[config.mk]
export PLATFORM = sky130hd
export DESIGN_NAME = serial_tx_flat
export DESIGN_NICKNAME = d
export VERILOG_FILES = /design/src/rtl/serial_pkg.sv /design/src/rtl/serial_tx_if.sv /design/src/rtl/serial_fifo.sv /design/src/rtl/serial_tx.sv /design/src/flat_wrapper.sv
export SDC_FILE = /design/constraint.sdc
export NUM_CORES = 1
export LEC_CHECK = 0
export BUFFER_PORTS_ARGS = -buffer_cell sky130_fd_sc_hd__buf_2
export CELL_PAD_IN_SITES_DETAIL_PLACEMENT = 0
export CELL_PAD_IN_SITES_GLOBAL_PLACEMENT = 1
export CORE_MARGIN = 2
export CORE_UTILIZATION = 42
export CTS_CLUSTER_SIZE = 8
export DETAILED_ROUTE_END_ITERATION = 7
export PLACE_DENSITY_LB_ADDON = 0.1
export SYNTH_ARGS = -nofsm -noshare
export SYNTH_HDL_FRONTEND = slang
export SYNTH_SLANG_ARGS = --single-unit
[constraint.sdc]
create_clock -name clk -period 6.2 [get_ports clk]
set_clock_uncertainty 0.05 [all_clocks]
set_input_delay 1.24 -clock clk [delete_from_list [all_inputs] [get_ports clk]]
set_output_delay 1.24 -clock clk [all_outputs]
set_load 0.01 [all_outputs]
[src/rtl/serial_pkg.sv]
// Shared constants and types for the memory-mapped UART transmitter.
package serial_pkg;

  localparam int unsigned BUS_W  = 16;
  localparam int unsigned BYTE_W = 8;
  localparam int unsigned BAUD_W = 16;

  localparam logic [BUS_W-1:0] SERIAL_DATA_ADDR = 16'hBF00;
  localparam logic [BUS_W-1:0] SERIAL_STAT_ADDR = 16'hBF01;

  // Status word bit positions
  localparam int unsigned READY    = 0;
  localparam int unsigned RX_READY = 1;
  localparam int unsigned IDLE     = 2;
  localparam int unsigned OVERRUN  = 3;

  typedef enum logic [1:0] {
    ST_IDLE  = 2'd0,
    ST_START = 2'd1,
    ST_DATA  = 2'd2,
    ST_STOP  = 2'd3
  } tx_state_e;

endpackage

[src/rtl/serial_tx_if.sv]
// Data-memory bus slice seen by the serial port.
interface serial_tx_if;
  logic        mem_we;
  logic        mem_re;
  logic [15:0] addr;
  logic [15:0] wdata;
  logic [15:0] rdata;

  modport master (output mem_we, output mem_re, output addr, output wdata, input rdata);
  modport slave  (input mem_we, input mem_re, input addr, input wdata, output rdata);
endinterface

[src/rtl/serial_fifo.sv]
// Byte FIFO with first-word fall-through read port; push when full and pop when empty are ignored.
module serial_fifo #(
  parameter int unsigned DEPTH = 4
) (
  input  logic                   clk,
  input  logic                   rst,
  input  logic                   push,
  input  logic                   pop,
  input  logic [7:0]             din,
  output logic [7:0]             dout,
  output logic                   full,
  output logic                   empty,
  output logic [$clog2(DEPTH):0] count
);

  localparam int unsigned PTR_W = $clog2(DEPTH);
  localparam int unsigned CNT_W = PTR_W + 1;

  logic [7:0]       mem_q [DEPTH];
  logic [PTR_W-1:0] wr_ptr_q, rd_ptr_q;
  logic [CNT_W-1:0] count_q;
  logic             do_push, do_pop;

  assign full    = (count_q == CNT_W'(DEPTH));
  assign empty   = (count_q == CNT_W'(0));
  assign count   = count_q;
  assign dout    = mem_q[rd_ptr_q];
  assign do_push = push && !full;
  assign do_pop  = pop && !empty;

  // Pointers wrap naturally because DEPTH is a power of two
  always_ff @(posedge clk or negedge rst) begin
    if (!rst) begin
      wr_ptr_q <= '0;
      rd_ptr_q <= '0;
      count_q  <= '0;
    end else begin
      if (do_push) wr_ptr_q <= wr_ptr_q + PTR_W'(1);
      if (do_pop)  rd_ptr_q <= rd_ptr_q + PTR_W'(1);
      count_q <= count_q + CNT_W'(do_push) - CNT_W'(do_pop);
    end
  end

  always_ff @(posedge clk) begin
    if (do_push) mem_q[wr_ptr_q] <= din;
  end

endmodule

[src/rtl/serial_tx.sv]
// UART 8N1 transmitter on the data-memory bus: data register, status word, byte FIFO and TX FSM.
module serial_tx
  import serial_pkg::*;
#(
  parameter int unsigned CLK_DIV    = 16,
  parameter int unsigned FIFO_DEPTH = 4
) (
  input  logic        clk,
  input  logic        rst,
  serial_tx_if.slave  bus,
  output logic        txd,
  output logic        tx_idle
);

  localparam int unsigned CNT_W = $clog2(FIFO_DEPTH) + 1;

  tx_state_e          state_q, state_d;
  logic [BAUD_W-1:0]  baud_q, baud_d;
  logic [2:0]         bit_q, bit_d;
  logic [BYTE_W-1:0]  shift_q, shift_d;
  logic               txd_q, txd_d;
  logic               idle_q, idle_d;
  logic               overrun_q, overrun_d;

  logic               wr_data_c, rd_stat_c, push, pop, baud_last_c;
  logic               fifo_full, fifo_empty;
  logic [BYTE_W-1:0]  fifo_dout;
  logic [CNT_W-1:0]   fifo_count;
  logic               unused_wdata_hi;

  assign wr_data_c       = bus.mem_we && (bus.addr == SERIAL_DATA_ADDR);
  assign rd_stat_c       = bus.mem_re && (bus.addr == SERIAL_STAT_ADDR);
  assign push            = wr_data_c && !fifo_full;
  assign baud_last_c     = (baud_q == BAUD_W'(CLK_DIV - 1));
  assign unused_wdata_hi = ^bus.wdata[15:8];
  assign txd             = txd_q;
  assign tx_idle         = idle_q;

  serial_fifo #(.DEPTH(FIFO_DEPTH)) u_fifo (
    .clk   (clk),
    .rst   (rst),
    .push  (push),
    .pop   (pop),
    .din   (bus.wdata[7:0]),
    .dout  (fifo_dout),
    .full  (fifo_full),
    .empty (fifo_empty),
    .count (fifo_count)
  );

  // Status mux; any other read returns zero
  always_comb begin
    bus.rdata = '0;
    if (rd_stat_c) begin
      bus.rdata[READY]    = !fifo_full;
      bus.rdata[RX_READY] = 1'b0;
      bus.rdata[IDLE]     = idle_q;
      bus.rdata[OVERRUN]  = overrun_q;
    end
  end

  always_ff @(posedge clk or negedge rst) begin
    if (!rst) begin
      state_q   <= ST_IDLE;
      baud_q    <= '0;
      bit_q     <= '0;
      shift_q   <= '0;
      txd_q     <= 1'b1;
      idle_q    <= 1'b1;
      overrun_q <= 1'b0;
    end else begin
      state_q   <= state_d;
      baud_q    <= baud_d;
      bit_q     <= bit_d;
      shift_q   <= shift_d;
      txd_q     <= txd_d;
      idle_q    <= idle_d;
      overrun_q <= overrun_d;
    end
  end

  // Next state; line level and idle flag are computed from the next state so they register cleanly
  always_comb begin
    state_d   = state_q;
    baud_d    = baud_q;
    bit_d     = bit_q;
    shift_d   = shift_q;
    pop       = 1'b0;
    txd_d     = 1'b1;
    idle_d    = 1'b0;
    overrun_d = overrun_q;

    case (state_q)
      ST_IDLE: begin
        baud_d = '0;
        if (!fifo_empty) begin
          pop     = 1'b1;
          shift_d = fifo_dout;
          state_d = ST_START;
        end
      end
      ST_START: begin
        if (baud_last_c) begin
          baud_d  = '0;
          bit_d   = '0;
          state_d = ST_DATA;
        end else begin
          baud_d = baud_q + BAUD_W'(1);
        end
      end
      ST_DATA: begin
        if (baud_last_c) begin
          baud_d  = '0;
          shift_d = {1'b0, shift_q[BYTE_W-1:1]};
          if (bit_q == 3'd7) state_d = ST_STOP;
          else               bit_d   = bit_q + 3'd1;
        end else begin
          baud_d = baud_q + BAUD_W'(1);
        end
      end
      ST_STOP: begin
        if (baud_last_c) begin
          baud_d = '0;
          if (!fifo_empty) begin
            pop     = 1'b1;
            shift_d = fifo_dout;
            state_d = ST_START;
          end else begin
            state_d = ST_IDLE;
          end
        end else begin
          baud_d = baud_q + BAUD_W'(1);
        end
      end
      default: state_d = ST_IDLE;
    endcase

    case (state_d)
      ST_START: txd_d = 1'b0;
      ST_DATA:  txd_d = shift_d[0];
      default:  txd_d = 1'b1;
    endcase

    // pop never coincides with an empty FIFO, so empty-after-edge needs only these two cases
    idle_d = (state_d == ST_IDLE) &&
             (((fifo_count == CNT_W'(0)) && !push) ||
              ((fifo_count == CNT_W'(1)) && pop && !push));

    if (rd_stat_c)                  overrun_d = 1'b0;
    else if (wr_data_c && fifo_full) overrun_d = 1'b1;
  end

endmodule

[src/flat_wrapper.sv]
// flat-port wrapper written by rule: the top's interface ports become plain ports
module serial_tx_flat import serial_pkg::*;
#(
  parameter int unsigned CLK_DIV    = 16,
  parameter int unsigned FIFO_DEPTH = 4
)
  (clk, rst, txd, tx_idle, bus_mem_we, bus_mem_re, bus_addr, bus_wdata, bus_rdata);
  serial_tx_if bus_i ();
  input  logic clk;
  input  logic rst;
  output logic txd;
  output logic tx_idle;
  input wire logic [$bits(bus_i.mem_we)-1:0] bus_mem_we;
  input wire logic [$bits(bus_i.mem_re)-1:0] bus_mem_re;
  input wire logic [$bits(bus_i.addr)-1:0] bus_addr;
  input wire logic [$bits(bus_i.wdata)-1:0] bus_wdata;
  output wire logic [$bits(bus_i.rdata)-1:0] bus_rdata;
  assign bus_i.mem_we = bus_mem_we;
  assign bus_i.mem_re = bus_mem_re;
  assign bus_i.addr = bus_addr;
  assign bus_i.wdata = bus_wdata;
  assign bus_rdata = bus_i.rdata;
  serial_tx #(.CLK_DIV(CLK_DIV), .FIFO_DEPTH(FIFO_DEPTH)) u_core (.clk(clk), .rst(rst), .bus(bus_i), .txd(txd), .tx_idle(tx_idle));
endmodule
==> results_tabular.tex, run 1 <==
\begin{tabular}{lr}
\hline
Metric & Value \\
\hline
\multicolumn{2}{l}{\textbf{Yosys}} \\
\quad Combinational family with the most area after synthesis & simple AND/OR/NAND/NOR gates \\
\quad Count of flip-flops with a built-in enable after synthesis & 32 \\
\quad Distinct cell type count of the synthesized netlist & 56 \\
\quad Arithmetic-cell share of the synthesized area counting full adders, half adders and majority gates & 5.77\% \\
\quad Post-synthesis register bit count & 71 \\
\quad Share of synthesized flip-flops with an asynchronous set or reset & 54.9\% \\
\quad Most common flop cell mapped by yosys & dfrtp\_1 \\
\quad Compound-Gate Fraction of Synth Area & 8.83\% \\
\quad Leading cell types by total area after synthesis & edfxtp\_1, dfrtp\_1, ha\_1 \\
\quad Count of mapped cells out of synthesis & between 200 and 300 \\
\quad Sequential area share after synthesis & 53.9\% \\
\quad Cell accounting for the most synthesized area & edfxtp\_1 \\
\quad Share of the synthesized area in the top cell type & between 20\% and 30\% \\
\quad Simple-gate share of the synthesized area & 14.6\% \\
\quad Xor/xnor cell area share of the yosys netlist & about 4.4\% \\
\quad Warnings from Yosys & 0 \\
\quad Synth Area per Inst & 12.3 um2 \\
\quad Cell Area, Synth & 0.00360 mm2 \\
\quad Mux share of post-synthesis cell area & roughly 7.3\% \\
\multicolumn{2}{l}{\textbf{Route}} \\
\quad Routed wire length & 6430 um \\
\quad Number of remaining DRC errors & 0 \\
\quad Starting DRT DRC Count & 47 \\
\quad Routed len/inst & $\sim$15 um \\
\quad Count of vias placed by the detailed router & about 2200 \\
\quad Via density per instance & roughly 5.1 \\
\quad Number of iterations in the first detailed-routing pass & 4 \\
\quad Antenna Violating Nets Remaining & 0 \\
\multicolumn{2}{l}{\textbf{Global route}} \\
\quad Antenna violations before repair & 0 \\
\quad Total global-route track usage & 15.4\% \\
\quad Total congestion overflow after global routing & 0 \\
\quad Maximum number of pins on one net before global-route repair & 40 \\
\quad Via count of the first global-routing pass & 2219 \\
\quad First-pass GRT wire length & 10800 um \\
\multicolumn{2}{l}{\textbf{Finish}} \\
\quad Top library cells by usage in the layout, fill and taps aside & dfrtp\_1, buf\_2, edfxtp\_1 \\
\quad Share of the core filled with cells in the final layout & 48.7\% \\
\quad Sequential Area & 0.00194 mm2 \\
\quad Number of nets in the layout & 378 \\
\quad Most frequent standard cell in the layout excluding fill and tap cells & dfrtp\_1 \\
\quad Total area of multi-input combinational cells & 0.00152 mm2 \\
\quad Antenna cells & 0 \\
\quad Fraction of layout cells with a size suffix above 1 & 21.5\% \\
\quad Fill count & approximately 740 \\
\quad Final Cell Area & 0.00403 mm2 \\
\quad Post-synthesis to final-layout area growth & 11.9\% \\
\multicolumn{2}{l}{\textbf{Clocking}} \\
\quad H-tree lvl count & 3 \\
\quad Clock net sink count & 71 \\
\quad Clock transition at the registers of the reported paths & 0.08 ns \\
\quad Buffer levels on the longest clock path & 2 \\
\quad CTS buffer count & 9 \\
\quad Cts-stage hold buffer count & 0 \\
\quad Post-CTS sizing & 0 \\
\quad CTS tree & built \\
\quad Root buffer cell & clkbuf\_8 \\
\quad Clock latency on the worst-skew pair & approximately 0.34 ns \\
\quad Buffer count from post-CTS setup fixing & 0 \\
\multicolumn{2}{l}{\textbf{Die}} \\
\quad Die height & 96.6 um \\
\quad Die footprint & 0.00932 mm2 \\
\quad Placeable Area & 0.00826 mm2 \\
\quad Starting density of the core & between 40\% and 50\% \\
\quad Top-Level Pins & 54 \\
\quad Die span in x & 96.6 um \\
\quad Cell Rows & 33 \\
\multicolumn{2}{l}{\textbf{Power and ir drop}} \\
\quad Areal power density over the cells & roughly 360 mW/mm2 \\
\quad Leakage dissipation & 1.69 nW \\
\quad Peak supply drop & roughly 160 uV \\
\multicolumn{2}{l}{\textbf{Critical path}} \\
\quad Setup crit end kind & output port \\
\quad Most frequent CP cell & buf\_2 \\
\quad Number of cells on the worst reg-to-reg path & 11 \\
\quad Maximum net fanout on the critical path & 4 \\
\quad Slowest library cell on the worst path & or4b\_2 \\
\quad Origin of the critical flop-to-flop path & u\_core.baud\_q[4]\$\_DFF\_PN0\_ \\
\quad Endpoint of the worst-slack reg-to-reg timing path & u\_core.u\_fifo.count[2]\$\_DFF\_PN0\_ \\
\quad Worst path required time & 4.91 ns \\
\quad Critical path startpoint category & primary input \\
\quad R2R setup slack & 2.81 ns \\
\quad Buf+Inv Stages, Crit Path & 2 \\
\quad CP Data Arrival Time & $\sim$2.9 ns \\
\quad Crit Path Category & in2out \\
\quad Cell Chain, Critical Path & buf\_2 -> or4b\_2 -> nor4\_2 -> nand3\_1 -> nor2\_1 -> buf\_2 \\
\quad Largest delay share family, worst path & simple AND/OR/NAND/NOR gates \\
\quad Slowest Stage Delay on Critical Path & 0.67 ns \\
\multicolumn{2}{l}{\textbf{Timing}} \\
\quad Share of the clock period used by the worst path & 67.3\% \\
\quad Maximum operating frequency & 0.240 GHz \\
\quad Fin Hold WS & 0.416 ns \\
\quad Least-Margin Pin Slew & between 0.9 and 1 ns \\
\quad Final Hold Fails & 0 \\
\quad Final setup violation count & 0 \\
\quad Post-route setup TNS & 0 ns \\
\quad Final critical path time including I/O delays and setup & 4.17 ns \\
\quad Relative slew slack & 36.2\% \\
\quad Final number of max-transition violations & 0 \\
\quad RSZ-0062 raised after global routing & false \\
\multicolumn{2}{l}{\textbf{Min path}} \\
\quad Class of the tightest hold or removal check & reg2reg \\
\quad Hold Crit Start & u\_core.baud\_q[0]\$\_DFF\_PN0\_ \\
\quad Worst hold path stage count & 1 \\
\quad Worst-case hold path end point & u\_core.baud\_q[0]\$\_DFF\_PN0\_ \\
\multicolumn{2}{l}{\textbf{Place}} \\
\quad Count of input and output buffers & 32 \\
\quad Last weighted congestion value of the routability-driven placer & 0.712 \\
\quad Placed standard-cell area & 0.00380 mm2 \\
\quad Half-perimeter wire length of the detailed placement result & 4420 um \\
\multicolumn{2}{l}{\textbf{Status}} \\
\quad Run status & complete, no violations \\
\multicolumn{2}{l}{\textbf{Job}} \\
\quad Max\_cap viols & 0 \\
\hline
\end{tabular}
[layout make-up]
type,count,share of cell area (%)
timing repair buffer,32,3.98
inverter,14,1.31
clock buffer,10,3.42
sequential,71,48.2
tap,105,3.26
clock inverter,6,2.08
multi-input combinational,198,37.8
[Yosys cell counts, types with 7 or more instances]
| cell | n |
|---|---|
| dfrtp_1 | 37 |
| edfxtp_1 | 32 |
| nor2_1 | 26 |
| nand2_1 | 17 |
| ha_1 | 15 |
| inv_1 | 14 |
| o21ai_0 | 14 |
| buf_4 | 13 |
| xnor2_1 | 12 |
| mux4_2 | 8 |
| a2bb2oi_1 | 7 |
[report_power, final]
| group | switching, mW | internal, mW |
|---|---|---|
| sequential | 0.0708 | 0.546 |
| combinational | 0.204 | 0.210 |
| clock | 0.177 | 0.236 |
[how the worst max path moves through the flow]
stage	from	end	slack, ns	cells after the start
final	bus_addr[5]	bus_rdata[0]	2.03	6
after floorplan	bus_addr[5]	u_core.u_fifo.count[2]$_DFF_PN0_	2.17	12
after global placement	bus_addr[5]	u_core.u_fifo.count[2]$_DFF_PN0_	1.80	13
after global routing	bus_addr[5]	bus_rdata[0]	1.88	6
after detailed placement	bus_addr[5]	u_core.u_fifo.count[2]$_DFF_PN0_	1.80	13
after CTS	bus_addr[5]	bus_rdata[0]	2.00	6
[per-layer routing]
layer  GRT usage, %  wire (um)
met1           19.9       3110
met2           25.7       3060
met5              0          0
met4           5.99         83
met3           3.03        182
[logic make-up after synthesis]
kind of cell,count (synthesis)
and+or+nand+nor,90
AOI/OAI and AO/OA,45
buffers and inverters,35
adders and majority gates,16
muxes,16
DFF,71
xor gates and xnor gates,18
other,1
[flip-flops by register name, summed over array words and instances (netlist names)]
signal / cells
u_core.shift_q: 8
u_core.overrun_q: 1
u_core.bit_q: 3
u_core.u_fifo.rd_ptr_q: 2
u_core.tx_idle: 1
u_core.state_q: 2
u_core.u_fifo.wr_ptr_q: 2
u_core.u_fifo.count: 3
u_core.txd: 1
u_core.baud_q: 16
u_core.u_fifo.mem_q: 32
[stage by stage]
stage | instances | worst slack, ns | total power, mW
4_1_cts | 436 | 2.00 | 1.46
2_1_floorplan | 304 | 2.17 | 0.956
3_5_place_dp | 420 | 1.80 | 1.05
3_3_place_gp | 420 | 1.80 | 1.04
6_report | 436 | 2.03 | 1.44
5_1_grt | 436 | 1.88 | 1.54
Power figures use the tool's default switching activity.
==> run 2: changes to the inputs <==
Clock period 6.2 ns to 4.15 ns, I/O delays scaled along.
==> run 2 against run 1 <==
  * Global-route usage is 0.23 points lower
  * Final cell count is 0.69% higher
  * Sequential share of layout area hardly changed
  * Core utilization hardly changed
  * Register-to-register slack worse by 2.0 ns
  * Largest power group unchanged
  * Die area stayed put
  * Via count hardly changed
  * Count of clock-buffer cells in the layout is 1 lower
  * Worst hold slack hardly changed
  * First-iteration DRC count is 21% higher
  * Routed wire length is 1.1% lower
  * Sequential power is 49% higher
==> results_tabular.tex, run 2 (same netlist as run 1, synthesis figures left out) <==
\begin{tabular}{lr}
\hline
Metric & Value \\
\hline
\multicolumn{2}{l}{\textbf{Status}} \\
\quad Run status & complete, no violations \\
\multicolumn{2}{l}{\textbf{Clocking}} \\
\quad Buffer count from post-CTS setup fixing & 0 (unchanged) \\
\quad Buffer levels on the longest clock path & 2 (unchanged) \\
\quad Clock transition at the registers of the reported paths & 0.08 ns (about the same) \\
\quad Cts-stage hold buffer count & 0 (unchanged) \\
\quad H-tree lvl count & 3 (unchanged) \\
\quad Clock latency on the worst-skew pair & 0.34 ns (about the same) \\
\quad CTS tree & built \\
\quad Clock net sink count & 71 (unchanged) \\
\quad CTS buffer count & 9 (unchanged) \\
\quad Post-CTS sizing & 0 (unchanged) \\
\quad Root buffer cell & clkbuf\_8 \\
\multicolumn{2}{l}{\textbf{Critical path}} \\
\quad Largest delay share family, worst path & simple AND/OR/NAND/NOR gates \\
\quad Origin of the critical flop-to-flop path & u\_core.baud\_q[4]\$\_DFF\_PN0\_ \\
\quad R2R setup slack & 0.86 ns (-1.95 ns) \\
\quad Setup crit end kind & register \\
\quad Endpoint of the worst-slack reg-to-reg timing path & u\_core.u\_fifo.count[2]\$\_DFF\_PN0\_ \\
\quad Maximum net fanout on the critical path & 4 (unchanged) \\
\quad Most frequent CP cell & inv\_1 \\
\quad Cell Chain, Critical Path & buf\_2 -> or4b\_2 -> nor4\_2 -> nand2\_1 -> nor3\_2 -> inv\_1 -> ha\_1 -> inv\_1 -> ha\_1 -> inv\_1 -> fa\_1 -> xnor2\_1 -> xnor2\_1 \\
\quad Slowest Stage Delay on Critical Path & 0.67 ns (about the same) \\
\quad Worst path required time & 4.32 ns (-0.59 ns) \\
\quad Slowest library cell on the worst path & or4b\_2 \\
\quad Buf+Inv Stages, Crit Path & 4 (+2) \\
\quad Crit Path Category & in2reg \\
\quad Critical path startpoint category & primary input \\
\quad CP Data Arrival Time & 3.54 ns (+0.66 ns) \\
\quad Number of cells on the worst reg-to-reg path & 12 (+1) \\
\multicolumn{2}{l}{\textbf{Finish}} \\
\quad Post-synthesis to final-layout area growth & 11.8\% (about the same) \\
\quad Fill count & 771 (+3.6\%) \\
\quad Share of the core filled with cells in the final layout & 48.7\% (about the same) \\
\quad Fraction of layout cells with a size suffix above 1 & 22.5\% (+1.0 points) \\
\quad Flip-flop count of the largest register after layout & 32 (unchanged) \\
\quad Regs by FF count & u\_core.u\_fifo.mem\_q (32), u\_core.baud\_q (16), u\_core.shift\_q (8) \\
\quad Most frequent standard cell in the layout excluding fill and tap cells & dfrtp\_1 \\
\quad Register ranked first by flip-flop count & u\_core.u\_fifo.mem\_q \\
\quad Antenna cells & 0 (unchanged) \\
\quad Number of nets in the layout & 381 (+0.79\%) \\
\quad Top library cells by usage in the layout, fill and taps aside & dfrtp\_1, buf\_2, edfxtp\_1 \\
\multicolumn{2}{l}{\textbf{Route}} \\
\quad Routed wire length & 6360 um (-1.1\%) \\
\quad Routed len/inst & 14.5 um (-1.7\%) \\
\quad Via density per instance & 5.05 (-0.59\%) \\
\quad Number of iterations in the first detailed-routing pass & 4 (unchanged) \\
\quad Antenna Violating Nets Remaining & 0 (unchanged) \\
\quad Count of vias placed by the detailed router & 2215 (+0.090\%) \\
\quad Number of remaining DRC errors & 0 (unchanged) \\
\quad Starting DRT DRC Count & 57 (+21\%) \\
\multicolumn{2}{l}{\textbf{Place}} \\
\quad Half-perimeter wire length of the detailed placement result & 4530 um (+2.3\%) \\
\quad Last weighted congestion value of the routability-driven placer & 0.724 (+1.6\%) \\
\quad Count of input and output buffers & 32 (unchanged) \\
\multicolumn{2}{l}{\textbf{Timing}} \\
\quad Final number of max-transition violations & 0 (unchanged) \\
\quad Final Hold Fails & 0 (unchanged) \\
\quad Final setup violation count & 0 (unchanged) \\
\quad Relative slew slack & 40.1\% (+3.9 points) \\
\quad RSZ-0062 raised after global routing & false \\
\quad Share of the clock period used by the worst path & 81.1\% \\
\quad Post-route setup TNS & 0 ns (unchanged) \\
\quad Least-Margin Pin Slew & 0.898 ns (-0.0591 ns) \\
\quad Maximum operating frequency & 0.297 GHz \\
\quad Final critical path time including I/O delays and setup & 3.36 ns \\
\multicolumn{2}{l}{\textbf{Min path}} \\
\quad Class of the tightest hold or removal check & reg2reg \\
\quad Hold Crit Start & u\_core.baud\_q[0]\$\_DFF\_PN0\_ \\
\quad Worst-case hold path end point & u\_core.baud\_q[0]\$\_DFF\_PN0\_ \\
\quad Worst hold path stage count & 1 (unchanged) \\
\multicolumn{2}{l}{\textbf{Die}} \\
\quad Die height & 96.6 um (unchanged) \\
\quad Starting density of the core & 43.6\% (unchanged) \\
\quad Placeable Area & 0.00826 mm2 (unchanged) \\
\quad Top-Level Pins & 54 (unchanged) \\
\quad Die footprint & 0.00932 mm2 (unchanged) \\
\quad Cell Rows & 33 (unchanged) \\
\quad Die span in x & 96.6 um (unchanged) \\
\multicolumn{2}{l}{\textbf{Global route}} \\
\quad Total congestion overflow after global routing & 0 (unchanged) \\
\quad Antenna violations before repair & 0 (unchanged) \\
\quad Via count of the first global-routing pass & 2174 (-2.0\%) \\
\quad First-pass GRT wire length & 10700 um (-1.4\%) \\
\quad Maximum number of pins on one net before global-route repair & 40 (unchanged) \\
\quad Total global-route track usage & 15.2\% (-0.23 points) \\
\multicolumn{2}{l}{\textbf{Job}} \\
\quad Max\_cap viols & 0 (unchanged) \\
\multicolumn{2}{l}{\textbf{Power and ir drop}} \\
\quad Areal power density over the cells & 520 mW/mm2 (+45\%) \\
\quad Peak supply drop & 236 uV (+48\%) \\
\quad Leakage dissipation & 1.69 nW (about the same) \\
\quad Post-layout power & 2.09 mW (+45\%) \\
\hline
\end{tabular}
run 2: changes by cell type in the layout (fill, tap and decap cells not counted):
cell        before  now
clkbuf_8        10    9
bufinv_16        2    1
clkinv_1         2    1
clkinv_2         0    1
inv_6            0    1
buf_4            0    3
clkinvlp_4       1    2
run 2: layer usage:
metal  part of all wire, %  vias up  track usage [%]
li1                      -     1108                -
met1                    49     1065             20.5
met2                    47       32             23.7
met3                   2.5       10             3.10
met4                   1.9        0             6.92
met5                     0        -                0
run 2: layout make-up:
cell class / instances / area [um2] / area share (%)
clock inverter: 7 / 71.3 / 1.77
sequential: 71 / 1940 / 48.2
clock buffer: 9 / 124 / 3.08
inverter: 14 / 52.6 / 1.31
timing repair buffer: 35 / 183 / 4.54
tap: 105 / 131 / 3.27
multi-input combinational: 198 / 1520 / 37.8
run 2: metrics by stage:
stage	cell area [um2]	worst slack, ns	std cells	hold WS (ns)
after CTS	4020	0.782	439	0.422
after global routing	4020	0.629	439	0.429
after global placement	3830	0.424	423	0.396
after floorplan	3640	0.535	304	0.375
final	4020	0.785	439	0.416
after detailed placement	3830	0.428	423	0.411
run 2: worst max path at each step:
stage	start	to	depth (start not counted)
final	bus_addr[5]	u_core.u_fifo.count[2]$_DFF_PN0_	13
after global routing	bus_addr[5]	u_core.u_fifo.count[2]$_DFF_PN0_	13
after CTS	bus_addr[5]	u_core.u_fifo.count[2]$_DFF_PN0_	13
after detailed placement	bus_addr[5]	u_core.u_fifo.count[2]$_DFF_PN0_	13
after global placement	bus_addr[5]	u_core.u_fifo.count[2]$_DFF_PN0_	13
after floorplan	bus_addr[5]	u_core.u_fifo.count[2]$_DFF_PN0_	12
run 2: power breakdown:
part           switching (mW)  leakage (nW)  internal, mW  total (mW)
logic                   0.306         0.806         0.324       0.630
registers               0.104         0.795         0.815       0.920
clock network           0.266        0.0933         0.277       0.543
total                   0.676          1.69          1.42        2.09
